### src/rtl/shiftaddmul_pkg.sv
// rtl/shiftaddmul_pkg.sv - shared types and defaults for the shift-add multiplier arbiter
package shiftaddmul_pkg;

    localparam int DEFAULT_N = 8;

    typedef enum logic [1:0] {
        ST_IDLE = 2'd0,
        ST_LOAD = 2'd1,
        ST_RUN  = 2'd2,
        ST_DONE = 2'd3
    } state_t;

    typedef logic req_id_t;

endpackage

### src/rtl/shiftaddmul_core.sv
// rtl/shiftaddmul_core.sv - N-cycle unsigned shift-add multiplier; stop rises N cycles after the start cycle
module shiftaddmul_core
    import shiftaddmul_pkg::*;
#(
    parameter int N = DEFAULT_N
) (
    input  logic           clk,
    input  logic           reset_n,
    input  logic           start,
    input  logic [N-1:0]   i_B,
    input  logic [N-1:0]   i_Q,
    output logic           stop,
    output logic [2*N-1:0] o_A
);

    localparam int CW = $clog2(N + 1);

    logic [2*N-1:0] acc;
    logic [2*N-1:0] b_sh;
    logic [N-1:0]   q_sh;
    logic [CW-1:0]  cnt;
    logic           running;

    // The start edge already performs the first partial-product step, so N steps finish N cycles after start.
    always_ff @(posedge clk or negedge reset_n) begin
        if (!reset_n) begin
            acc     <= '0;
            b_sh    <= '0;
            q_sh    <= '0;
            cnt     <= '0;
            running <= 1'b0;
        end else if (start) begin
            acc     <= i_Q[0] ? {{N{1'b0}}, i_B} : '0;
            b_sh    <= {{N{1'b0}}, i_B} << 1;
            q_sh    <= i_Q >> 1;
            cnt     <= CW'(1);
            running <= 1'b1;
        end else if (running) begin
            if (cnt == CW'(N)) begin
                running <= 1'b0;
            end else begin
                acc  <= acc + (q_sh[0] ? b_sh : '0);
                b_sh <= b_sh << 1;
                q_sh <= q_sh >> 1;
                cnt  <= cnt + CW'(1);
            end
        end
    end

    // Stop is a single-cycle strobe once all N steps are accumulated.
    always_comb begin
        stop = running && (cnt == CW'(N));
        o_A  = acc;
    end

endmodule

### src/rtl/shiftaddmul_arbiter.sv
// rtl/shiftaddmul_arbiter.sv - two-requester arbiter around the shift-add multiplier; SHIFTADDMUL_ARB_FIXED_PRIO_EN selects fixed priority
module shiftaddmul_arbiter
    import shiftaddmul_pkg::*;
#(
    parameter int N = DEFAULT_N
) (
    input  logic           clk,
    input  logic           reset_n,
    input  logic           req0_valid,
    output logic           req0_ready,
    input  logic [N-1:0]   req0_b,
    input  logic [N-1:0]   req0_q,
    input  logic           req1_valid,
    output logic           req1_ready,
    input  logic [N-1:0]   req1_b,
    input  logic [N-1:0]   req1_q,
    output logic           rsp_valid,
    input  logic           rsp_ready,
    output req_id_t        rsp_id,
    output logic [2*N-1:0] rsp_a,
    output logic           busy
);

    state_t         state;
    state_t         next_state;
    logic           grant0;
    logic           grant1;
    logic [N-1:0]   op_b;
    logic [N-1:0]   op_q;
    req_id_t        op_id;
    logic           core_start;
    logic           core_stop;
    logic [2*N-1:0] core_a;

`ifndef SHIFTADDMUL_ARB_FIXED_PRIO_EN
    req_id_t        prio;

    // Favoured requester flips to the one not just served, once its result is consumed.
    always_ff @(posedge clk or negedge reset_n) begin
        if (!reset_n) begin
            prio <= 1'b0;
        end else if (state == ST_DONE && rsp_ready) begin
            prio <= ~rsp_id;
        end
    end
`endif

    // Pick exactly one winner among the valid requesters.
    always_comb begin
        grant0 = 1'b0;
        grant1 = 1'b0;
        if (req0_valid && req1_valid) begin
`ifdef SHIFTADDMUL_ARB_FIXED_PRIO_EN
            grant0 = 1'b1;
`else
            grant0 = (prio == 1'b0);
            grant1 = (prio == 1'b1);
`endif
        end else begin
            grant0 = req0_valid;
            grant1 = req1_valid;
        end
    end

    // State register.
    always_ff @(posedge clk or negedge reset_n) begin
        if (!reset_n) begin
            state <= ST_IDLE;
        end else begin
            state <= next_state;
        end
    end

    // Next-state logic.
    always_comb begin
        next_state = state;
        case (state)
            ST_IDLE: if (grant0 || grant1) next_state = ST_LOAD;
            ST_LOAD: next_state = ST_RUN;
            ST_RUN:  if (core_stop) next_state = ST_DONE;
            ST_DONE: if (rsp_ready) next_state = ST_IDLE;
            default: next_state = ST_IDLE;
        endcase
    end

    // Outputs decoded from state; grants only exist while idle.
    always_comb begin
        req0_ready = (state == ST_IDLE) && grant0;
        req1_ready = (state == ST_IDLE) && grant1;
        core_start = (state == ST_LOAD);
        rsp_valid  = (state == ST_DONE);
        busy       = (state != ST_IDLE);
    end

    // Operand latch on acceptance and result capture on core stop.
    always_ff @(posedge clk or negedge reset_n) begin
        if (!reset_n) begin
            op_b   <= '0;
            op_q   <= '0;
            op_id  <= 1'b0;
            rsp_a  <= '0;
            rsp_id <= 1'b0;
        end else begin
            if (state == ST_IDLE && (grant0 || grant1)) begin
                op_b  <= grant0 ? req0_b : req1_b;
                op_q  <= grant0 ? req0_q : req1_q;
                op_id <= grant1;
            end
            if (state == ST_RUN && core_stop) begin
                rsp_a  <= core_a;
                rsp_id <= op_id;
            end
        end
    end

    shiftaddmul_core #(
        .N (N)
    ) u_core (
        .clk     (clk),
        .reset_n (reset_n),
        .start   (core_start),
        .i_B     (op_b),
        .i_Q     (op_q),
        .stop    (core_stop),
        .o_A     (core_a)
    );

endmodule

### config.mk
export PLATFORM = sky130hd
export DESIGN_NAME = shiftaddmul_arbiter
export DESIGN_NICKNAME = d
export VERILOG_FILES = /design/src/rtl/shiftaddmul_pkg.sv /design/src/rtl/shiftaddmul_core.sv /design/src/rtl/shiftaddmul_arbiter.sv
export SDC_FILE = /design/constraint.sdc
export NUM_CORES = 1
export LEC_CHECK = 0
export CAP_MARGIN = 20
export CORE_MARGIN = 2
export CORE_UTILIZATION = 50
export CTS_BUF_LIST = sky130_fd_sc_hd__clkbuf_4 sky130_fd_sc_hd__clkbuf_8 sky130_fd_sc_hd__clkbuf_16
export CTS_CLUSTER_SIZE = 20
export DETAILED_ROUTE_END_ITERATION = 12
export PLACE_DENSITY = 0.79
export SETUP_SLACK_MARGIN = 0.2
export SLEW_MARGIN = 0
export SYNTH_ARGS = -nofsm -noshare
export SYNTH_HDL_FRONTEND = slang
export SYNTH_SLANG_ARGS = --single-unit
### constraint.sdc
create_clock -name clk -period 2.2 [get_ports clk]
set_input_delay 0.44 -clock clk [delete_from_list [all_inputs] [get_ports clk]]
set_output_delay 0.44 -clock clk [all_outputs]
set_load 0.1 [all_outputs]
== Word-level counts from Yosys, hierarchy flattened ==
Index checks and enable logic that the tools add are counted.
Word-level totals
  register bits after elaboration: 82
  input port bits: 37
  output and inout bits: 21
  word-level logic and storage cells: 62
Operators by class
  add/subtract/negate cells: 2
  equality and inequality tests: 8
  muxes and demuxes: 25
  bitwise gates (word level): 2
  reduce and logical (&&, ||, !) cells: 13
Operators with widths (number)
  $mux W16: 7
  $mux W8: 6
  $add A16 B16 Y16: 1
  $mux W4: 3
  $pmux W2 S4: 1
  $logic_and A1 B1 Y1: 7
  $mux W2: 3
  $ne A2 B2 Y1 const B: 3
  $mux W1: 5
  $add A4 B1 Y4 const B: 1
  $eq A2 B2 Y1 const B: 2
  $eq A4 B4 Y1 const B: 1
  $reduce_bool A2 Y1: 2
  $reduce_and A3 Y1: 1
  $eq A2 B1 Y1 const B: 1
  $logic_not A2 Y1: 1
  $ne A2 B1 Y1 const B: 1
  $not A1 Y1: 2
  $reduce_and A2 Y1: 1
  $logic_or A1 B1 Y1: 1

== Longest topological paths before layout ==
  depth after elaboration: 5
  mapped depth: 10

== Modules after synthesis ==
From an unflattened synthesis, not the netlist that was laid out.
Unflattened totals
  cell total of the unflattened synthesis: 451
  area, all modules: 4398.0 µm²
Modules (own cells, without submodules)
  shiftaddmul_core: instances 1, cells each 301, area each 2698.8 µm², sequential area each 1076.0 µm²
  shiftaddmul_arbiter: instances 1, cells each 150, area each 1699.1 µm², sequential area each 925.9 µm²

== Worst setup path before layout ==
No wires, ideal clock.
  path kind: register -> output
  from: reg state[0]
  to: out req1_ready
  arrival time: 2.245 ns
  slack: -0.485 ns
  stages on the path, launching flop included: 5
  cell sequence: dfrtp_1 -> inv_1 -> ha_1 -> nand2_1 -> a21oi_1
Between the ends
  longest elaborated chain between the ends: 2
RTL lines
  start, declared: RTL line shiftaddmul_arbiter.sv:24  | state_t state;
  start signal, assigned: RTL line shiftaddmul_arbiter.sv:70  | state <= next_state;
  $logic_not A2 Y1: RTL line shiftaddmul_arbiter.sv:89  | req1_ready = (state == ST_IDLE) && grant1;
  $logic_and A1 B1 Y1: RTL line shiftaddmul_arbiter.sv:89
  end, declared: RTL line shiftaddmul_arbiter.sv:14  | output logic req1_ready,
Every way passes these cells.

== Worst setup path in the final report ==
  from: reg u_core.q_sh[0]
  to: reg u_core.acc[10] (netlist: u_core.o_A[10])
Between the ends
  longest elaborated chain between the ends: 5
RTL lines
  start, declared: RTL line shiftaddmul_core.sv:20  | logic [N-1:0] q_sh;
  start signal, assigned: RTL line shiftaddmul_core.sv:35  | q_sh <= i_Q >> 1;
  start signal, assigned: RTL line shiftaddmul_core.sv:44  | q_sh <= q_sh >> 1;
  $mux W16: RTL line shiftaddmul_core.sv:42  | acc <= acc + (q_sh[0] ? b_sh : '0);
  $add A16 B16 Y16: RTL line shiftaddmul_core.sv:42
  $mux W16: RTL line shiftaddmul_core.sv:39  | if (cnt == CW'(N)) begin
  $mux W16: RTL line shiftaddmul_core.sv:38  | end else if (running) begin
  $mux W16: RTL line shiftaddmul_core.sv:32  | end else if (start) begin
  end signal, assigned: RTL line shiftaddmul_core.sv:33  | acc <= i_Q[0] ? {{N{1'b0}}, i_B} : '0;
  end signal, assigned: RTL line shiftaddmul_core.sv:42
  end, declared: RTL line shiftaddmul_core.sv:18  | logic [2*N-1:0] acc;
Every way passes these cells. The select of a mux whose other input is x is not followed.
A chain may end at the register's enable or synchronous reset.

==> impl_metrics.yaml <==
run_status:
  status: "finished, violations left"
  violations: "negative setup slack"
clock_network:
  cts_root_buf: "clkbuf_8"
  cts.sinks: 80
  numCtsBuffers: 9
  hold_buffers: 0
  clkTransAtPathRegs_ns: 0.09
  clock_path_buffers: 2
  clkLatencyLatePin_ns: 0.36
  ctsHtreeMaxLevel: 3
  cts_tree: "done"
layout:
  finalNonFillerCells: 623
  diodes: 0
  fin_util_pct: 67.4
  design_area_um2: 5590
  drive_gt1_share_pct: 23.7
  area_growth_pct: 29.7
  final_nets: 571
route:
  wl_met3_um: 402
  wirelength_mm: 9.61
  drtPass1Iterations: 4
  first_iter_violations: 201
  antenna_left: 0
  wl_per_cell_um: 15.4
  vias: 3507
  viasPerCell: 5.63
  wl_met2_mm: 4.77
  drcViolationCount: 0
  wl_met1_mm: 4.24
  top_layer: "met4"
yosys:
  syn_inst: 441
  async_flop_share_pct: 100
  yosys.cell_types.count: 56
  synth_fp_nets: 499
  synth.avg_cell_area_um2: 9.78
  synthFlopType: "dfrtp_1"
  synth-edff-count: 0
  ys_ff_latch: 80
  ys_seq_area_share_pct: 46.4
  synth_warnings: 0
  syn-cell-area_um2: 4310
place:
  dp.cells: 598
  port_buffers: 57
  gp_congestion: 0.940
  place_area_um2: 5140
  dp_hpwl_mm: 6.71
critical_path:
  cp_max_fo: 8
  arrival_ns: 2.50
  ff2ff_setup_slack_ns: -0.07
  slowest_stage: "dfrtp_2"
  r2r-start: "u_core.q_sh[0]"
  crit_family: "simple AND/OR/NAND/NOR gates"
  setup.worst_path.class: "flip-flop to flip-flop"
  reg2reg_depth: 7
  cpPeakStageDelay_ns: 0.44
  worst_ep_required_time_ns: 2.43
  cp_num_buf_inv: 1
  worst_r2r_endpoint: "u_core.o_A[10]"
  cp_cell_sequence: "buf_4 > and2_4 > ha_4 > and2_4 > a221o_1 > a32o_2 > or3b_1"
  cp_common_cell: "and2_4"
  crit_path_end_kind: "flip-flop"
  start_kind: "flip-flop"
die:
  fp.dieW_um: 96.9
  io_pins: 58
  start_util_pct: 52.0
  dieArea_um2: 9380
  core-area_um2: 8300
  die_h_um: 96.9
  rows: 33
timing:
  skew_ns: 0.0104
  worst_pin_slew_ns: 0.490
  setup_viol: 6
  post-route-period-util_pct: 103
  rsz0062_at_grt: "yes"
  hold_violations: 0
  timing.hold.ws_ns: 0.0348
  final_max_slew_viol_count: 0
  max_slew_margin_pct: 67.4
  finalCriticalPeriod_ns: 2.27
  worst_slack_ns: -0.0702
  max_freq_mhz: 440
global_route:
  grt_pass1_wl_mm: 16.4
  grt_max_degree: 43
  track_usage_pct: 21.0
  antenna_found_initial: 0
  grt_pass1_vias: 3538
  gr-total-overflow: 0
power_and_ir_drop:
  leakage_uw: 0.00258
  p_per_area_nw_per_um2: 1410
  p_total_uw: 7900
  vdd_drop_max_uv: 578
hold_path:
  worstHoldPathType: "input pin to asynchronous set/reset pin"
job:
  max-cap-violations: 0
[routing by layer]
layer	track usage (%)	vias to the layer above
met1	27.2	1676
met4	6.93	0
met2	35.6	109
met3	3.76	24
li1	-	1698
met5	0	-
[power by group]
group | internal [uW] | total [uW] | leakage (uW) | switching, uW
combinational | 1550 | 4140 | 0.00144 | 2590
sequential | 2060 | 2520 | 0.00103 | 456
clock | 655 | 1240 | 0.000116 | 589
total | 4260 | 7900 | 0.00258 | 3640
[logic make-up after synthesis]
family | count (synthesis) | synth area share [%]
compound gates | 116 | 16.4
xor+xnor | 7 | 1.42
fa+ha+maj | 21 | 6.27
buf+inv | 33 | 3.13
flops | 80 | 46.4
mux | 48 | 11.6
simple gates | 136 | 14.7
[synth_stat cells (all sizes together) (5+ instances only)]
cell type  instances  area [um2]
mux2i             33         330
dfrtp             80        2000
buf                7        37.5
ha                20         250
inv               13        48.8
o21ai             53         269
a21oi             27         139
a21o               7        52.6
nor2              13        48.8
nand3              5        30.0
mux2              15         169
nand2             82         313
clkbuf            13        48.8
and2              17         109
[registers in the layout, summed over array words and instances (netlist names)]
| name | cells |
|---|---|
| op_b | 8 |
| op_id | 1 |
| op_q | 8 |
| prio | 1 |
| rsp_a | 16 |
| rsp_id | 1 |
| state | 2 |
| u_core.b_sh | 15 |
| u_core.cnt | 4 |
| u_core.o_A | 16 |
| u_core.q_sh | 7 |
| u_core.running | 1 |
[worst max path at each step]
stage / to / startpoint / cells after the start / slack, ns
after floorplan: u_core.o_A[10] / u_core.q_sh[0] / 7 / 0.11
after global routing: u_core.o_A[15] / u_core.q_sh[0] / 10 / -0.12
after global placement: u_core.o_A[10] / u_core.q_sh[0] / 7 / 0.02
final: u_core.o_A[10] / u_core.q_sh[0] / 7 / -0.07
after CTS: u_core.o_A[10] / u_core.q_sh[0] / 7 / -0.02
after detailed placement: u_core.o_A[5] / u_core.q_sh[0] / 10 / -0.06
[placed cells by master, fill, tap and decap left out, types with 2 or more instances in the layout]
master / instances
bufinv_16: 2
and3_1: 2
and2_4: 5
mux2_2: 15
mux2i_1: 33
inv_6: 2
a22oi_1: 2
nor4b_1: 2
ha_4: 7
a21oi_4: 3
buf_4: 38
and2_1: 12
nand3_1: 4
o22ai_1: 2
o21a_1: 3
inv_2: 3
buf_6: 2
xnor2_1: 4
nor2_1: 12
inv_1: 9
ha_1: 10
nor3b_1: 2
dfrtp_1: 79
a211oi_2: 2
nand2_2: 4
clkbuf_8: 9
buf_12: 6
o21ai_1: 5
xor2_1: 3
a21o_1: 7
o21ai_0: 47
a21oi_1: 23
o31ai_4: 2
nor3_1: 4
ha_2: 3
clkdlybuf4s50_1: 34
nand2_1: 78
[area by class of cell]
cell class              instances  area (um2)
well taps                     105         131
repair buffers                 81         781
inverters                      13        52.6
multi-input cells             328        2400
flip-flops and latches         80        2000
clock buffers                   9         124
fillers                       641        2710
clock inverters                 7         103
[metrics by stage]
stage | TNS [ns] | setup slack [ns]
after floorplan | 0 | 0.114
after global placement | 0 | 0.0181
after detailed placement | -0.198 | -0.0642
after CTS | -0.0188 | -0.0188
after global routing | -0.629 | -0.122
final | -0.199 | -0.0702
[repair_timing]
item,in CTS,in global routing
pin swaps,15,11
setup endpoints to repair,13,20
gates resized for setup,24,14
endpoints found under the hold margin,0,0
buffers inserted,5,4
Note: power is estimated with default switching activity, not from simulation.
